### src/rtl/btree_mux_pipe.sv
// btree_mux_pipe: pipelined binary-tree mux; highest-index set flag wins, registered every REG_EVERY levels.
// Define BTREE_PIPE_INDEX_EN to also produce the winning input index on index_out.
module btree_mux_pipe #(
   parameter int INPUT_COUNT = 64,
   parameter int INPUT_WIDTH = 6,
   parameter int REG_EVERY   = 2
) (
   input  logic                               clk,
   input  logic                               rst_n,
   input  logic                               valid_in,
   input  logic                               stall,
   input  logic                               flush,
   input  logic [INPUT_COUNT-1:0]             flags_in,
   input  logic [INPUT_COUNT*INPUT_WIDTH-1:0] data_in,
   output logic                               valid_out,
   output logic                               flag_out,
   output logic [INPUT_WIDTH-1:0]             data_out
`ifdef BTREE_PIPE_INDEX_EN
   ,
   output logic [$clog2(INPUT_COUNT)-1:0]     index_out
`endif
);
   localparam int N       = INPUT_COUNT;
   localparam int LEVELS  = $clog2(INPUT_COUNT);
   localparam int NSTAGES = (LEVELS + REG_EVERY - 1) / REG_EVERY;

   logic [NSTAGES-1:0] r_v;

   always_ff @(posedge clk or negedge rst_n)
      if (!rst_n)
         r_v <= '0;
      else if (flush)
         r_v <= '0;
      else if (!stall) begin
         r_v[0] <= valid_in;
         for (int s = 1; s < NSTAGES; s++) r_v[s] <= r_v[s-1];
      end

   // Heap-numbered nodes: node 1 is the root, node k combines children 2k (left) and 2k+1 (right).
   for (genvar k = 1; k < N; k++) begin : g_node
      localparam int L = LEVELS - $clog2(k + 1) + 1;
      logic                   w_lf, w_rf, w_nf, w_of;
      logic [INPUT_WIDTH-1:0] w_ld, w_rd, w_nd, w_od;
      if (2 * k >= N) begin : g_leaf
         assign w_lf = flags_in[2*k-N];
         assign w_rf = flags_in[2*k+1-N];
         assign w_ld = data_in[(2*k-N)*INPUT_WIDTH +: INPUT_WIDTH];
         assign w_rd = data_in[(2*k+1-N)*INPUT_WIDTH +: INPUT_WIDTH];
      end else begin : g_inner
         assign w_lf = g_node[2*k].w_of;
         assign w_rf = g_node[2*k+1].w_of;
         assign w_ld = g_node[2*k].w_od;
         assign w_rd = g_node[2*k+1].w_od;
      end
      assign w_nf = w_lf | w_rf;
      assign w_nd = w_rf ? w_rd : (w_lf ? w_ld : '0);
      if (L % REG_EVERY == 0 || L == LEVELS) begin : g_reg
         logic                   r_f;
         logic [INPUT_WIDTH-1:0] r_d;
         always_ff @(posedge clk or negedge rst_n)
            if (!rst_n) begin
               r_f <= 1'b0;
               r_d <= '0;
            end else if (!stall) begin
               r_f <= w_nf;
               r_d <= w_nd;
            end
         assign w_of = r_f;
         assign w_od = r_d;
      end else begin : g_comb
         assign w_of = w_nf;
         assign w_od = w_nd;
      end
`ifdef BTREE_PIPE_INDEX_EN
      logic [LEVELS-1:0] w_li, w_ri, w_ni, w_oi;
      if (2 * k >= N) begin : g_ileaf
         assign w_li = '0;
         assign w_ri = '0;
      end else begin : g_iinner
         assign w_li = g_node[2*k].w_oi;
         assign w_ri = g_node[2*k+1].w_oi;
      end
      // A node at level L owns index bit L-1: set when the right child wins.
      assign w_ni = w_rf ? (w_ri | (LEVELS'(1) << (L - 1))) : (w_lf ? w_li : '0);
      if (L % REG_EVERY == 0 || L == LEVELS) begin : g_ireg
         logic [LEVELS-1:0] r_i;
         always_ff @(posedge clk or negedge rst_n)
            if (!rst_n)
               r_i <= '0;
            else if (!stall)
               r_i <= w_ni;
         assign w_oi = r_i;
      end else begin : g_icomb
         assign w_oi = w_ni;
      end
`endif
   end

   assign valid_out = r_v[NSTAGES-1];
   assign flag_out  = g_node[1].w_of;
   assign data_out  = g_node[1].w_od;
`ifdef BTREE_PIPE_INDEX_EN
   assign index_out = g_node[1].w_oi;
`endif
endmodule

### config.mk
export PLATFORM = sky130hd
export DESIGN_NAME = btree_mux_pipe
export DESIGN_NICKNAME = d
export VERILOG_FILES = /design/src/rtl/btree_mux_pipe.sv
export SDC_FILE = /design/constraint.sdc
export NUM_CORES = 1
export LEC_CHECK = 0
export ABC_AREA = 1
export ABC_CLOCK_PERIOD_IN_PS = 1200
export CAP_MARGIN = 20
export CORE_MARGIN = 10
export CORE_UTILIZATION = 38
export CTS_CLUSTER_DIAMETER = 60
export DETAILED_ROUTE_END_ITERATION = 8
export PLACE_DENSITY = 0.78
export SYNTH_ARGS = -nofsm -noshare
export SYNTH_HDL_FRONTEND = slang
export SYNTH_SLANG_ARGS = --single-unit
export TNS_END_PERCENT = 5
### constraint.sdc
create_clock -name clk -period 1.2 [get_ports clk]
set_clock_uncertainty 0.1 [all_clocks]
set_input_delay 0.12 -clock clk [delete_from_list [all_inputs] [get_ports clk]]
set_output_delay 0.12 -clock clk [all_outputs]
set_load 0.05 [all_outputs]
* Yosys cells after proc, flatten, opt, wreduce, memory -nomap -nowiden
Cells that the tools add are included.
Storage, ports and cells: register bits after elaboration 150, output and inout port bits 8, logic and storage cells 235
Cells by class: eq/ne operators 1, muxes and demuxes 128, bitwise gates (word level) 63
Operators by type and width (number):
- $mux 6 | 126
- $or 1x1->1 | 63
- $mux 3 | 2
- $ne 2x1->1 const B | 1

* Logic depth before layout (Yosys ltp)
depth after elaboration 4, mapped depth 8, gate-level depth less buffers 7

* Least setup slack after synthesis
No wires, ideal clock.
kind register to register, start reg g_node[27].g_reg.r_f, end reg g_node[6].g_reg.r_d[3], library setup time 65 ps, arrival 1113 ps, data required time 1035 ps, path slack -78 ps, cell stages (with the launch flop) 9, path buffers 1, clock period less this slack 1278 ps, cells stage by stage dfrtp_1 buf_6 inv_1 nand2_4 nor2_1 nand2_1 nand2_1 nand2_1 nand2_1
On the way: longest elaborated chain between the ends 2, elaborated cells between the ends (all ways) 3, those cells by class mux: 2; bitwise: 1
RTL lines:
- from (decl) | line 58 | logic r_f;
- from (signal assigned) | line 65 | r_f <= w_nf;
- $mux 6 or $or 1x1->1 (tied branches) | line 56, 55
- $mux 6 (*) | line 56 | assign w_nd = w_rf ? w_rd : (w_lf ? w_ld : '0);
- to (signal assigned) | line 66 | r_d <= w_nd;
- to (decl) | line 59 | logic [INPUT_WIDTH-1:0] r_d;
Every way passes the cells marked *; elsewhere a longest branch is shown, timed or not. A chain may end at the register's enable or synchronous reset.

==> reports/results.ini <==
[setup_path]
path_class = reg2reg
endpoint_kind = flip-flop
crit_fanout = 8
crit_top_cell = buf_4
crit_arrival_ps = 1450
slowest_stage = dfrtp_2
start_kind = flip-flop
cp_slowest_stage_delay_ps = 400
required_ps = 1420
crit_chain = clkinvlp_4 > buf_4 > buf_4 > a22oi_1
cp_top_family = buffers and inverters
path_buf_inv = 3

[timing]
setup_violations = 13
relSlewSlack_pct = 71.9
rsz0062_at_grt = yes
drv_slew = 0
tightest_slew_ps = 419
hold_violations = 0
max_freq_ghz = 0.818
period_needed_ps = 1220
fin_ws_ps = -22.3
fin_crit_sh_pct = 102

[clocking]
clkLatencyLatePin_ps = 420
clk_pin_slew_ps = 60
htree_levels = 4
clkSinkCount = 150
cts_tree = yes
cts_root_buf = clkbuf_16
cts.path.max_buffers = 2
cts_buffers = 17

[finish]
n_antenna_cell = 0
nets = 2637
drive_gt1_share_pct = 9.10
final_cell_mix = nand2_1, clkdlybuf4s50_1, a21oi_1
fin_area_um2 = 16500
fin_util_pct = 63.9
area_growth_pct = 66.7
layout_commonest_cell = nand2_1

[drt]
vias = 12000
drt-total-wl_um = 39000
drt_pass1_iterations = 5
via_per_inst = 4.75
wl_per_cell_um = 15.4
drtAntennaViolNets = 0
drc_errors = 0
drt-initial-drc-count = 670

[global_routing]
grt_overflow = 0
track_usage_pct = 22.7
grt_pass1_wl_um = 61500
grt_max_degree = 52
grt_pass1_vias = 12500
antenna_found_initial = 0

[run_status]
run_status = finished, violations left
violations = negative setup slack

[synthesis]
synth_cell_types = 20
yosysSeqAreaShare_pct = 37.9
syn_avg_cell_area_um2 = 5.98
synth_top_cell_area_share_pct = 37.9
synth-seq-cells = 150
synth.largest_area_cell = dfrtp_1
ys_warn_count = 0
synth_cells = 1655
syn_nets = 2108
syn-cell-area_um2 = 9900
synth_top_cells_by_area = dfrtp_1, nand2_1, a21oi_1

[place]
finalWeightedCongestion = 0.934
placed_area_um2 = 15700
dp_hpwl_um = 33100
numPortBuffers = 460

[run]
cap_viol_max_count = 0

[pwr]
p_leak_nw = 8.20
ir_drop_mv = 0.869
p_per_area_nw_per_um2 = 1010

[floorplanning]
core_area_um2 = 25800
chipWidth_um = 181
start_util_pct = 38.3
die_y_um = 181
io_pins = 461
die_area_um2 = 32900
placementRows = 59

[min_path]
hp-class = in2async

## sequential cells by signal, indices dropped and copies added, names as in the netlist
signal,count
data_out,6
r_v,3
g_node.w_ld,48
g_node.g_reg.r_f,4
flag_out,1
g_node.w_lf,8
g_node.w_rf,8
g_node.w_rd,48
g_node.g_reg.r_d,24
## layer usage
metal  GRT usage, %  vias up  wire (um)
met3           5.94       56       2660
met2           41.6      382      19900
li1               -     6167          -
met1           25.1     5424      15500
met5              0        -          0
met4           7.00        0        901
## what timing repair did
item | 4_1_cts | 5_1_grt
resized for setup | 6 | 25
hold buffers | 1 | 0
pin swaps | 1 | 5
setup buffers | 2 | 1
endpoints found under the setup margin | 26 | 42
endpoints found under the hold margin | 150 | 0
## metrics by stage
step	hold slack [ps]	setup slack, ps	std cells	power, mW	TNS [ps]
final	66.7	-22.3	2532	16.7	-102
after global placement	-58.0	-291	2496	10.3	-18730
after CTS	55.7	-67.1	2531	16.9	-683
after global routing	91.6	-114	2532	17.6	-2020
after floorplan	-276	5.84	1655	7.75	0
after detailed placement	-55.5	-346	2496	10.4	-22420
## power by group
part           internal (mW)  switching [mW]  total, mW
registers               5.61           0.381       5.99
clock network           4.20            2.18       6.38
logic                   2.40            1.96       4.37
## cells in the mapped netlist
library cell	count
a31oi_1	7
nor2_1	176
a211oi_1	1
buf_2	22
o21ai_0	62
a22oi_1	10
a21oi_1	197
buf_6	1
clkbuf_1	40
inv_2	5
buf_4	2
dfrtp_1	150
nand2_1	811
clkbuf_8	2
nand2_4	1
nor2_2	7
nand3_1	16
buf_1	3
nand2_2	4
inv_1	138
## logic make-up after synthesis
| logic type | share of synthesized area, % |
|---|---|
| buffers and inverters | 8.71 |
| DFF | 37.9 |
| and+or+nand+nor | 39.0 |
| AOI/OAI and AO/OA | 14.4 |
## cell type report
type / count / area [um^2]
fill: 2354 / 9330
timing repair buffer: 580 / 5720
multi-input combinational: 1292 / 5360
sequential: 150 / 3760
inverter: 143 / 546
clock buffer: 18 / 439
tap: 335 / 419
clock inverter: 14 / 272
## worst paths after layout
check | startpoint | end | slack, ps | depth (start not counted)
worst max-delay path | g_node[13].w_rf | g_node[13].w_rf | -20 | 4
worst min-delay path | rst_n | g_node[15].w_rd[4] | 70 | 2
worst max register to register | g_node[13].w_rf | g_node[13].w_rf | -20 | 4
worst min register to register | g_node[3].w_ld[3] | g_node[3].w_ld[3] | 380 | 2
max in group asynchronous | rst_n | g_node[13].w_rf | 410 | 3
min in group clk | stall | g_node[14].w_rd[0] | 150 | 5
Note: power is estimated with default switching activity, not from simulation.
